`config.mk`:
```
export PLATFORM = sky130hd
export DESIGN_NAME = freq_gen_flat
export DESIGN_NICKNAME = d
export VERILOG_FILES = /design/src/rtl/freq_gen_if.sv /design/src/rtl/freq_gen.sv /design/src/flat_wrapper.sv
export SDC_FILE = /design/constraint.sdc
export NUM_CORES = 1
export LEC_CHECK = 0
export ABC_AREA = 1
export ABC_CLOCK_PERIOD_IN_PS = 2900
export CAP_MARGIN = 5
export CORE_ASPECT_RATIO = 2
export CORE_UTILIZATION = 45
export CTS_BUF_LIST = sky130_fd_sc_hd__clkbuf_8
export CTS_CLUSTER_DIAMETER = 120
export CTS_CLUSTER_SIZE = 25
export DETAILED_ROUTE_END_ITERATION = 10
export DONT_BUFFER_PORTS = 1
export GPL_TIMING_DRIVEN = 0
export PLACE_DENSITY_LB_ADDON = 0.25
export SLEW_MARGIN = 20
export SYNTH_ARGS = -nofsm -noshare
export SYNTH_HDL_FRONTEND = slang
export SYNTH_SLANG_ARGS = --single-unit
```
`constraint.sdc`:
```
create_clock -name clk_stand -period 2.9 [get_ports clk_stand]
set_clock_uncertainty 0.05 [all_clocks]
set_input_delay 0.145 -clock clk_stand [delete_from_list [all_inputs] [get_ports clk_stand]]
set_output_delay 0.145 -clock clk_stand [all_outputs]
set_load 0.01 [all_outputs]
```
`src/rtl/freq_gen_if.sv`:
```
// Control and status bundle for freq_gen: frequency request handshake plus generated-clock status.
// Handshake: a request is taken on a rising clk_stand edge where load and ready are both high; load while ready is low is dropped.
interface freq_gen_if #(
  parameter int FW = 24,
  parameter int DW = 32
);
  logic [FW-1:0] freq_hz;
  logic          load;
  logic          ready;
  logic          clk_out;
  logic          running;
  logic          err;
  logic [DW-1:0] cur_half;
  logic [DW-1:0] edge_cnt;
  logic [1:0]    dbg_state;

  modport master (
    output freq_hz, load,
    input  ready, clk_out, running, err, cur_half, edge_cnt, dbg_state
  );

  modport slave (
    input  freq_hz, load,
    output ready, clk_out, running, err, cur_half, edge_cnt, dbg_state
  );
endinterface

```
`src/rtl/freq_gen.sv`:
```
// Programmable square-wave generator: Hz request -> half-period via restoring division,
// new half-periods installed only at phase boundaries so clk_out never glitches.
module freq_gen #(
  parameter int CLK_HZ = 100_000_000,
  parameter int FW     = 24,
  parameter int DW     = 32
) (
  input  logic        clk_stand,
  input  logic        rst,
  freq_gen_if.slave   bus
);
  localparam int CW = $clog2(DW);
  localparam logic [DW-1:0] CLK_DVD = DW'(CLK_HZ);

  typedef enum logic [1:0] {
    IDLE  = 2'd0,
    DIV   = 2'd1,
    APPLY = 2'd2,
    RUN   = 2'd3
  } state_t;

  state_t        state;
  logic [FW-1:0] freq_q;
  logic          stop_q;
  logic [DW-1:0] dvd;
  logic [DW-1:0] quo;
  logic [FW:0]   rem;
  logic [CW-1:0] bit_cnt;
  logic [DW-1:0] half_q;
  logic [DW-1:0] phase_cnt;
  logic          clk_out_q;
  logic          running_q;
  logic          err_q;
  logic [DW-1:0] cur_half_q;
  logic [DW-1:0] edge_cnt_q;

  logic [FW:0]   divisor;
  logic [FW+1:0] rem_sh;
  logic [FW+1:0] rem_sub;
  logic          sub_ok;
  logic [DW-1:0] quo_next;
  logic          phase_end;
  logic          stop_now;
  logic          load_ok;

  always_comb begin
    divisor   = {freq_q, 1'b0};
    rem_sh    = {rem, dvd[DW-1]};
    sub_ok    = (rem_sh >= {1'b0, divisor});
    rem_sub   = rem_sh - {1'b0, divisor};
    quo_next  = {quo[DW-2:0], sub_ok};
    phase_end = running_q && (phase_cnt == cur_half_q - DW'(1));
    // A stop never cuts a high phase short; a low clk_out may stop at once.
    stop_now  = (state == APPLY) && stop_q && (!running_q || !clk_out_q || phase_end);
    load_ok   = bus.load && bus.ready;
  end

  assign bus.ready     = (state == IDLE) || (state == RUN);
  assign bus.clk_out   = clk_out_q;
  assign bus.running   = running_q;
  assign bus.err       = err_q;
  assign bus.cur_half  = cur_half_q;
  assign bus.edge_cnt  = edge_cnt_q;
  assign bus.dbg_state = state;

  always_ff @(posedge clk_stand) begin
    if (rst) begin
      state      <= IDLE;
      freq_q     <= '0;
      stop_q     <= 1'b0;
      dvd        <= '0;
      quo        <= '0;
      rem        <= '0;
      bit_cnt    <= '0;
      half_q     <= '0;
      phase_cnt  <= '0;
      clk_out_q  <= 1'b0;
      running_q  <= 1'b0;
      err_q      <= 1'b0;
      cur_half_q <= '0;
      edge_cnt_q <= '0;
    end else begin
      // The toggler keeps the old half-period alive through DIV and APPLY.
      if (running_q && !stop_now) begin
        if (phase_end) begin
          phase_cnt <= '0;
          clk_out_q <= ~clk_out_q;
          if (!clk_out_q && (edge_cnt_q != '1))
            edge_cnt_q <= edge_cnt_q + DW'(1);
        end else begin
          phase_cnt <= phase_cnt + DW'(1);
        end
      end

      case (state)
        IDLE, RUN: begin
          if (load_ok) begin
            freq_q     <= bus.freq_hz;
            err_q      <= 1'b0;
            edge_cnt_q <= '0;
            if (bus.freq_hz == '0) begin
              stop_q <= 1'b1;
              state  <= APPLY;
            end else begin
              stop_q  <= 1'b0;
              dvd     <= CLK_DVD;
              quo     <= '0;
              rem     <= '0;
              bit_cnt <= '0;
              state   <= DIV;
            end
          end
        end

        DIV: begin
          rem <= sub_ok ? rem_sub[FW:0] : rem_sh[FW:0];
          dvd <= {dvd[DW-2:0], 1'b0};
          quo <= quo_next;
          if (bit_cnt == CW'(DW - 1)) begin
            // Quotient 0 means the request is above CLK_HZ/2: clamp to the fastest toggle.
            if (quo_next == '0) begin
              half_q <= DW'(1);
              err_q  <= 1'b1;
            end else begin
              half_q <= quo_next;
            end
            state <= APPLY;
          end else begin
            bit_cnt <= bit_cnt + CW'(1);
          end
        end

        APPLY: begin
          if (stop_q) begin
            if (stop_now) begin
              clk_out_q  <= 1'b0;
              running_q  <= 1'b0;
              cur_half_q <= '0;
              phase_cnt  <= '0;
              state      <= IDLE;
            end
          end else if (!running_q) begin
            cur_half_q <= half_q;
            phase_cnt  <= '0;
            clk_out_q  <= 1'b1;
            running_q  <= 1'b1;
            if (edge_cnt_q != '1)
              edge_cnt_q <= edge_cnt_q + DW'(1);
            state <= RUN;
          end else if (phase_end) begin
            cur_half_q <= half_q;
            state      <= RUN;
          end
        end

        default: state <= IDLE;
      endcase
    end
  end
endmodule

```
`src/flat_wrapper.sv`:
```
// flat-port wrapper written by rule: the top's interface ports become plain ports
module freq_gen_flat 
#(
  parameter int CLK_HZ = 100_000_000,
  parameter int FW     = 24,
  parameter int DW     = 32
)
  (clk_stand, rst, bus_freq_hz, bus_load, bus_ready, bus_clk_out, bus_running, bus_err, bus_cur_half, bus_edge_cnt, bus_dbg_state);
  freq_gen_if #(.FW(FW), .DW(DW)) bus_i ();
  input  logic clk_stand;
  input  logic rst;
  input wire logic [$bits(bus_i.freq_hz)-1:0] bus_freq_hz;
  input wire logic [$bits(bus_i.load)-1:0] bus_load;
  output wire logic [$bits(bus_i.ready)-1:0] bus_ready;
  output wire logic [$bits(bus_i.clk_out)-1:0] bus_clk_out;
  output wire logic [$bits(bus_i.running)-1:0] bus_running;
  output wire logic [$bits(bus_i.err)-1:0] bus_err;
  output wire logic [$bits(bus_i.cur_half)-1:0] bus_cur_half;
  output wire logic [$bits(bus_i.edge_cnt)-1:0] bus_edge_cnt;
  output wire logic [$bits(bus_i.dbg_state)-1:0] bus_dbg_state;
  assign bus_i.freq_hz = bus_freq_hz;
  assign bus_i.load = bus_load;
  assign bus_ready = bus_i.ready;
  assign bus_clk_out = bus_i.clk_out;
  assign bus_running = bus_i.running;
  assign bus_err = bus_i.err;
  assign bus_cur_half = bus_i.cur_half;
  assign bus_edge_cnt = bus_i.edge_cnt;
  assign bus_dbg_state = bus_i.dbg_state;
  freq_gen #(.CLK_HZ(CLK_HZ), .FW(FW), .DW(DW)) u_core (.clk_stand(clk_stand), .rst(rst), .bus(bus_i));
endmodule
```
==> results of run 1 <==
cell type report:
| cell class | instances | area (um2) |
|---|---|---|
| buffer | 91 | 528 |
| fill | 3299 | 15000 |
| sequential | 243 | 4930 |
| inverter | 234 | 911 |
| antenna | 1 | 2.50 |
| clock buffer | 13 | 179 |
| timing repair buffer | 82 | 791 |
| tap | 427 | 534 |
| multi-input combinational | 1723 | 9490 |
| clock inverter | 1 | 8.76 |
state kept, by name, indices dropped and copies added (netlist names), 2 cells and up:
register,count
u_core.dvd,24
u_core.half_q,32
u_core.bit_cnt,5
u_core.rem,25
u_core.bus.cur_half,32
u_core.quo,31
u_core.freq_q,24
u_core.bus.edge_cnt,32
u_core.bus.dbg_state,2
u_core.phase_cnt,32
cell usage after synthesis, types with 2 or more instances:
cell,count
sky130_fd_sc_hd__inv_1,219
sky130_fd_sc_hd__nand2_1,617
sky130_fd_sc_hd__xor2_1,56
sky130_fd_sc_hd__a21oi_1,262
sky130_fd_sc_hd__o21a_1,2
sky130_fd_sc_hd__nand2_4,7
sky130_fd_sc_hd__buf_4,4
sky130_fd_sc_hd__a31oi_1,4
sky130_fd_sc_hd__o21ai_1,10
sky130_fd_sc_hd__nand2_2,9
sky130_fd_sc_hd__nor3_1,43
sky130_fd_sc_hd__clkinv_1,3
sky130_fd_sc_hd__or2_2,6
sky130_fd_sc_hd__a211oi_2,11
sky130_fd_sc_hd__a221oi_1,2
sky130_fd_sc_hd__nand3b_1,11
sky130_fd_sc_hd__nand3_2,5
sky130_fd_sc_hd__xnor2_1,22
sky130_fd_sc_hd__nor4b_1,2
sky130_fd_sc_hd__nor2_4,11
sky130_fd_sc_hd__clkbuf_1,68
sky130_fd_sc_hd__buf_1,8
sky130_fd_sc_hd__nand3_1,104
sky130_fd_sc_hd__a21o_1,7
sky130_fd_sc_hd__buf_6,5
sky130_fd_sc_hd__inv_2,12
sky130_fd_sc_hd__nand3_4,3
sky130_fd_sc_hd__o21ai_0,136
sky130_fd_sc_hd__o211ai_1,16
sky130_fd_sc_hd__buf_2,8
sky130_fd_sc_hd__o21bai_1,2
sky130_fd_sc_hd__dfxtp_1,243
sky130_fd_sc_hd__a211oi_1,2
sky130_fd_sc_hd__o22ai_1,12
sky130_fd_sc_hd__nor3_2,2
sky130_fd_sc_hd__nand4_1,58
sky130_fd_sc_hd__ha_1,31
sky130_fd_sc_hd__nor2_1,208
sky130_fd_sc_hd__nor4_1,28
sky130_fd_sc_hd__nor2_2,12
metal layers:
metal	vias up	part of all wire, %	wire, um	track usage, %
met3	252	6.3	3410	5.61
met1	7358	32	17600	29.5
met2	611	51	28000	57.8
met4	0	10	5450	27.4
li1	7755	-	-	-
met5	-	0	0	0
through the flow:
step	cell area, um2	total power, mW
after floorplan	14900	11.8
after global placement	15400	14.5
after detailed placement	15400	14.6
after CTS	16500	17.0
after global routing	17400	19.9
final	17400	18.5
what timing repair did:
| item | 4_1_cts | 5_1_grt |
|---|---|---|
| hold buffers | 26 | 0 |
| gates cloned | 3 | 5 |
| pin swaps | 29 | 62 |
| buffers inserted | 27 | 23 |
| hold endpoints to repair | 26 | 0 |
| setup endpoints to repair | 145 | 169 |
| gates resized for setup | 134 | 194 |
logic make-up (layout without fill, tap and decap cells):
| group | Yosys count | after routing | synth area share (%) |
|---|---|---|---|
| AND/OR/NAND/NOR | 1134 | 1136 | 33.8 |
| AO/OA/AOI/OAI | 477 | 477 | 17.6 |
| buffers and inverters | 327 | 421 | 8.65 |
| flip-flops | 243 | 243 | 32.6 |
| XOR/XNOR | 78 | 78 | 4.58 |
| adder cells (fa/ha/maj) | 32 | 32 | 2.74 |
| other | 0 | 1 | 0 |
worst max-delay path, stage by stage (launching register included):
cell and delay (ns):
sky130_fd_sc_hd__dfxtp_4 0.43, sky130_fd_sc_hd__inv_6 0.08, sky130_fd_sc_hd__ha_4 0.17, sky130_fd_sc_hd__nand2_8 0.08, sky130_fd_sc_hd__nor2_8 0.21, sky130_fd_sc_hd__nand2_4 0.09
sky130_fd_sc_hd__o21ai_2 0.15, sky130_fd_sc_hd__nand2_2 0.10, sky130_fd_sc_hd__nor2_2 0.12, sky130_fd_sc_hd__nand2_1 0.09, sky130_fd_sc_hd__nor2_4 0.19, sky130_fd_sc_hd__nand3_4 0.15
sky130_fd_sc_hd__nand2_4 0.16, sky130_fd_sc_hd__nand2_8 0.09, sky130_fd_sc_hd__buf_12 0.15, sky130_fd_sc_hd__nand2_8 0.11, sky130_fd_sc_hd__inv_8 0.08, sky130_fd_sc_hd__clkbuf_16 0.17
sky130_fd_sc_hd__a21oi_4 0.12, sky130_fd_sc_hd__a211oi_2 0.04
worst max-delay path by stage:
stage                                         from                                    to
2_1_floorplan  u_core.bus.cur_half[0]$_SDFFE_PP0P_   u_core.bus.cur_half[4]$_SDFFE_PP0P_
3_3_place_gp                        bus_freq_hz[4]           u_core.rem[15]$_SDFFE_PP0P_
3_5_place_dp                        bus_freq_hz[4]           u_core.rem[15]$_SDFFE_PP0P_
4_1_cts        u_core.bus.cur_half[0]$_SDFFE_PP0P_    u_core.bus.edge_cnt[21]$_SDFF_PP0_
5_1_grt        u_core.bus.cur_half[1]$_SDFFE_PP0P_     u_core.bus.edge_cnt[2]$_SDFF_PP0_
6_report       u_core.bus.cur_half[0]$_SDFFE_PP0P_  u_core.bus.cur_half[15]$_SDFFE_PP0P_
report_power, final:
group	internal, mW	switching, mW	leakage (nW)
sequential	3.87	0.848	1.99
clock	0.422	1.07	0.0980
combinational	4.17	8.11	4.91
==> impl_results.md, run 1 <==
* Final worst path period need at between 3 and 4 ns
* Horizontal extent of the die at around 130 um
* Area fraction of the dominant cell type after synthesis at 32.6%
* Global-route wire length before repair at ~80000 um
* Worst Path Class, Setup: reg2reg
* CTS max path bufs at 3
* Post-Syn Instances at about 2300
* TritonCTS buffer count at 13
* Violation count after the first detailed-routing iteration at around 1000
* Detailed-route vias per instance at around 5.7
* Share of the yosys chip area belonging to registers at 32.6%
* Post-synth net total at between 2000 and 2500
* Worst Slack Setup Final at -0.110 ns
* Post-layout instance count excluding filler cells at 2815
* Area of the mapped netlist at about 15000 um2
* Class of the tightest hold or removal check: in2reg
* Standard-cell row count at 93
* Detailed Route WL at approximately 54000 um
* Endpoint with the worst hold slack: u_core.bus.edge_cnt[15]$_SDFF_PP0_
* Status: finished with violations
* Worst reg-to-reg path cell count at 19
* Die area at between 30000 and 40000 um2
* R2r startpoint: u_core.bus.cur_half[0]$_SDFFE_PP0P_
* Initial cell density of the core at 46.1%
* Remaining antenna violation count after routing at 0
* Height of the chip at roughly 260 um
* Leading cell types in the layout, fill and taps excluded: sky130_fd_sc_hd__nand2_1 (583), sky130_fd_sc_hd__a21oi_1 (229), sky130_fd_sc_hd__dfxtp_1 (211)
* Share of the clock period used by the worst path after layout at 104%
* Lkg Pwr at 7.00 nW
* Worst max-slew margin expressed relative to the limit at a little under half
* Share of post-route cells with drive strength above 1 at between 10% and 20%
* Data required time of the critical path at ~3.3 ns
* Hold_sp: bus_load
* Register-to-register setup slack at -0.11 ns
* Crit. End Element: flip-flop
* I/O pin count at 97
* Synth-to-Final Area Change at 16.5%
* Setup Total Neg Slack at -3.02 ns
* Data arrival time at the worst-slack endpoint at between 3 and 4 ns
* Setup violations, final at between 60 and 70
* Global placer's final weighted congestion at about 1.0
* Tightest Pin Transition at slightly above 0.8 ns
* Timing-limited maximum frequency at 0.332 GHz
* DRC errors left at 0
* Via count at around 16000
* Worst-path maximum fanout at 9
* Count of flip-flops with a built-in enable after synthesis at 0
* Count of buffers from port buffering at 0
* Clock transition at the register clock pins on the worst setup and hold paths after CTS at between 0.15 and 0.2 ns
* Violations in the final reports: negative setup slack
* Pin count of the biggest net entering global routing at 26
* Type of element launching the critical path: flip-flop
* VDD IR max at 0.863 mV
* Total global-route track usage at around a third
* Post-synth cell types at 60
* Total gr overflow at 0
* Core Region at ~32000 um2
* Setup slack at placement at -0.633 ns
* RSZ-0062 raised after global routing: true
* Async set or reset register ratio after synthesis at 0%
* Top cells by area in the synthesized netlist: sky130_fd_sc_hd__dfxtp_1 (33%), sky130_fd_sc_hd__nand2_1 (16%), sky130_fd_sc_hd__a21oi_1 (8.8%)
* Depth of the CTS H-tree at 1
* Number of antenna violations at the first check in global routing at 1
* Number of pins with negative max-slew slack in the final report at 0
* Most used DFF post-synth: sky130_fd_sc_hd__dfxtp_1
* Worst-Skew Late Latency at about 0.58 ns
* DP HPWL at between 40000 and 50000 um
* Synth Warn # at 0
* Vias in the first global route at 15371
* Count of max-cap constraint violations at 0
* Cell depth of the worst min-delay path at 5
* Capturing point of the worst reg2reg path: u_core.bus.cur_half[15]$_SDFFE_PP0P_
* Most area-hungry cell type in the Yosys netlist: sky130_fd_sc_hd__dfxtp_1
* Seq cells post-synth at between 200 and 250
* Mapped Avg Cell Area at ~6.5 um2
* Number of failing hold endpoints at the final stage at 0
* Clock tree root driver cell: sky130_fd_sc_hd__clkbuf_8
* TritonCTS clock tree: done
* Number of detailed-route iterations in the first pass at 6
* Share of the core filled with cells in the final layout at 53.7%
* Cells after DPL at roughly 2700
* Worst hold margin at ~0.11 ns
* PwrDens at 1060 nW/um2
* Sinks on the clock net at 243
* Net count, final at around 2400
* Routed length per placed instance at roughly 19 um
* Most common library cell in the layout ignoring fill and taps: sky130_fd_sc_hd__nand2_1
No activity file was read; power rests on OpenSTA's default activity.
==> run 2, diff against run 1 <==
--- a/config.mk
+++ b/config.mk
@@ -6,10 +6,10 @@
 export NUM_CORES = 1
 export LEC_CHECK = 0
 export ABC_AREA = 1
-export ABC_CLOCK_PERIOD_IN_PS = 2900
+export ABC_CLOCK_PERIOD_IN_PS = 3230
 export CAP_MARGIN = 5
 export CORE_ASPECT_RATIO = 2
-export CORE_UTILIZATION = 45
+export CORE_UTILIZATION = 40
 export CTS_BUF_LIST = sky130_fd_sc_hd__clkbuf_8
 export CTS_CLUSTER_DIAMETER = 120
 export CTS_CLUSTER_SIZE = 25
==> constraint.sdc (replaced) <==
create_clock -name clk_stand -period 3.23 [get_ports clk_stand]
set_clock_uncertainty 0.05 [all_clocks]
set_input_delay 0.1615 -clock clk_stand [delete_from_list [all_inputs] [get_ports clk_stand]]
set_output_delay 0.1615 -clock clk_stand [all_outputs]
set_load 0.01 [all_outputs]
==> impl_results.md, run 2 (synthesis gave the netlist of run 1 again) <==
* Final instance area at 16500 um2 (-4.9%)
* Type of element launching the critical path: flip-flop
* Total global-route track usage at 28.9% (-2.7 points)
* RSZ-0062 raised after global routing: true
* Status: finished with violations
* CTS max path bufs at 3 (unchanged)
* Class of the tightest hold or removal check: in2reg
* Internal Dissipation at 6.98 mW (-17%)
* Share of post-route cells with drive strength above 1 at 9.40% (-5.9 points)
* DP HPWL at 43800 um (+6.8%)
* Crit. End Element: flip-flop
* Reg power frac at 26.9% (+1.4 points)
* Switching power summed over all nets at 8.72 mW (-13%)
* Most common library cell in the layout ignoring fill and taps: sky130_fd_sc_hd__nand2_1
* Final worst path period need at 3.22 ns (+0.206 ns)
* Detailed Route WL at 55300 um (+1.4%)
* Share of power burned in the clock network at 8.8% (+0.7 points)
* Number of failing hold endpoints at the final stage at 0 (unchanged)
* Worst Path Class, Setup: reg2reg
* Violation count after the first detailed-routing iteration at 783 (-20%)
* Depth of the CTS H-tree at 1 (unchanged)
* Sinks on the clock net at 243 (unchanged)
* VDD IR max at 0.401 mV (-54%)
* Initial cell density of the core at 40.8% (-5.3 points)
* Global-route wire length before repair at 85100 um (+3.8%)
* Setup Total Neg Slack at 0 ns (+3.02 ns)
* Lkg Pwr at 6.69 nW (-4.4%)
* Clock transition at the register clock pins on the worst setup and hold paths after CTS at 0.17 ns (about the same)
* Data required time of the critical path at 3.67 ns (+0.40 ns)
* Synth-to-Final Area Change at 10.9%
* Global placer's final weighted congestion at 0.983 (-2.6%)
* Violations in the final reports: design-rule violations
* Worst-path maximum fanout at 6 (-3)
* Detailed-route vias per instance at 5.54 (-2.4%)
* Share of the clock period used by the worst path after layout at 99.6% (-4.2 points)
* Net count, final at 2420 (-1.1%)
* Worst hold margin at 0.0969 ns (-0.0123 ns)
* Clock tree root driver cell: sky130_fd_sc_hd__clkbuf_8
* Total gr overflow at 0 (unchanged)
* Routed length per placed instance at 19.6 um (+1.4%)
* I/O pin count at 97 (unchanged)
* Leading cell types in the layout, fill and taps excluded: sky130_fd_sc_hd__nand2_1 (608), sky130_fd_sc_hd__a21oi_1 (254), sky130_fd_sc_hd__dfxtp_1 (225)
* Number of antenna violations at the first check in global routing at 1 (unchanged)
* Number of pins with negative max-slew slack in the final report at 0 (unchanged)
* TritonCTS clock tree: done
* Instance area after placement at 15500 um2 (+0.22%)
* Power Total at 15.7 mW (-15%)
* Height of the chip at 275 um (+6.0%)
* Worst Slack Setup Final at 0.0138 ns (+0.124 ns)
* Setup slack at placement at -0.613 ns (+0.0198 ns)
* Tightest Pin Transition at 0.880 ns (+0.0639 ns)
* PwrDens at 950 nW/um2 (-11%)
* Via count at 15599 (-2.4%)
* Pin count of the biggest net entering global routing at 26 (unchanged)
* Data arrival time at the worst-slack endpoint at 3.66 ns (+0.28 ns)
* TritonCTS buffer count at 13 (unchanged)
* Standard-cell row count at 99 (+6.5%)
* Core Region at 36500 um2 (+13%)
* Horizontal extent of the die at 139 um (+6.0%)
* Setup violations, final at 0 (-100%)
* DRC errors left at 10 (+10)
* Relative contribution of combinational cells to total power at 64.3% (-2.1 points)
* Worst max-slew margin expressed relative to the limit at 41.3% (-3.8 points)
* Die area at 38100 um2 (+12%)
* Remaining antenna violation count after routing at 0 (unchanged)
* Count of max-cap constraint violations at 0 (unchanged)
* Switching share of power at 55.5% (+1.3 points)
* Timing-limited maximum frequency at 0.311 GHz (-6.4%)
* Vias in the first global route at 15576 (+1.3%)
* Number of detailed-route iterations in the first pass at 10 (+4)
* Worst-Skew Late Latency at 0.59 ns (about the same)
* Count of buffers from port buffering at 0 (unchanged)
run 2: final timing paths:
| check | startpoint | to | slack, ns | cells after the start |
|---|---|---|---|---|
| worst max-delay path | u_core.bus.cur_half[1]$_SDFFE_PP0P_ | u_core.bus.edge_cnt[12]$_SDFF_PP0_ | 0.01 | 18 |
| worst min-delay path | bus_freq_hz[3] | u_core.stop_q$_SDFFE_PP0P_ | 0.1 | 6 |
| worst max register to register | u_core.bus.cur_half[1]$_SDFFE_PP0P_ | u_core.bus.edge_cnt[12]$_SDFF_PP0_ | 0.01 | 18 |
| worst min register to register | u_core.freq_q[14]$_SDFFE_PP0P_ | u_core.freq_q[14]$_SDFFE_PP0P_ | 0.42 | 2 |
run 2: worst max-delay path, stage by stage, from the launching register on:
cell,delay [ns]
sky130_fd_sc_hd__dfxtp_4,0.43
sky130_fd_sc_hd__clkinvlp_4,0.15
sky130_fd_sc_hd__ha_4,0.29
sky130_fd_sc_hd__xor2_1,0.14
sky130_fd_sc_hd__nand3_1,0.14
sky130_fd_sc_hd__nor2_1,0.12
sky130_fd_sc_hd__nand3b_1,0.17
sky130_fd_sc_hd__nor2_2,0.22
sky130_fd_sc_hd__nand3_1,0.12
sky130_fd_sc_hd__nor2_2,0.13
sky130_fd_sc_hd__nand2_2,0.08
sky130_fd_sc_hd__nor2_4,0.20
sky130_fd_sc_hd__nand2_2,0.11
sky130_fd_sc_hd__nor2_4,0.16
sky130_fd_sc_hd__nand3_4,0.17
sky130_fd_sc_hd__inv_1,0.20
sky130_fd_sc_hd__o21ai_1,0.10
sky130_fd_sc_hd__nand3_2,0.09
sky130_fd_sc_hd__nor2_2,0.05
run 2: final cells by class:
cell class	instances	area, um2
clock buffer	13	179
multi-input combinational	1723	9060
buffer	92	437
tap	454	568
timing repair buffer	54	478
antenna	1	2.50
sequential	243	4900
clock inverter	2	16.3
fill	3855	20000
inverter	234	887
run 2: power groups by stage:
stage | sequential (mW) | combinational [mW] | clock [mW]
after global placement | 4.22 | 9.15 | 0
after floorplan | 3.92 | 6.68 | 0
after CTS | 4.19 | 9.62 | 1.42
after global routing | 4.27 | 11.2 | 1.52
after detailed placement | 4.24 | 9.22 | 0
final | 4.22 | 10.1 | 1.38
run 2: through the flow:
| stage | std cells | utilization [%] |
|---|---|---|
| 6_report | 2816 | 45.2 |
| 3_3_place_gp | 2745 | 42.3 |
| 2_1_floorplan | 2291 | - |
| 3_5_place_dp | 2745 | 42.3 |
| 5_1_grt | 2816 | 45.2 |
| 4_1_cts | 2798 | 44.4 |
run 2: metal layers:
layer  share of wire, %  global-route usage (%)
met1                 32                    25.0
met2                 55                    58.2
met3                4.6                    4.28
met4                8.6                    23.8
met5                  0                       0
run 2: repair_timing:
item,4_1_cts,5_1_grt
pin swaps,23,20
setup buffers,10,18
resized for setup,56,66
cloned,2,0
endpoints found under the hold margin,27,0
endpoints found under the setup margin,115,117
hold buffers,26,0
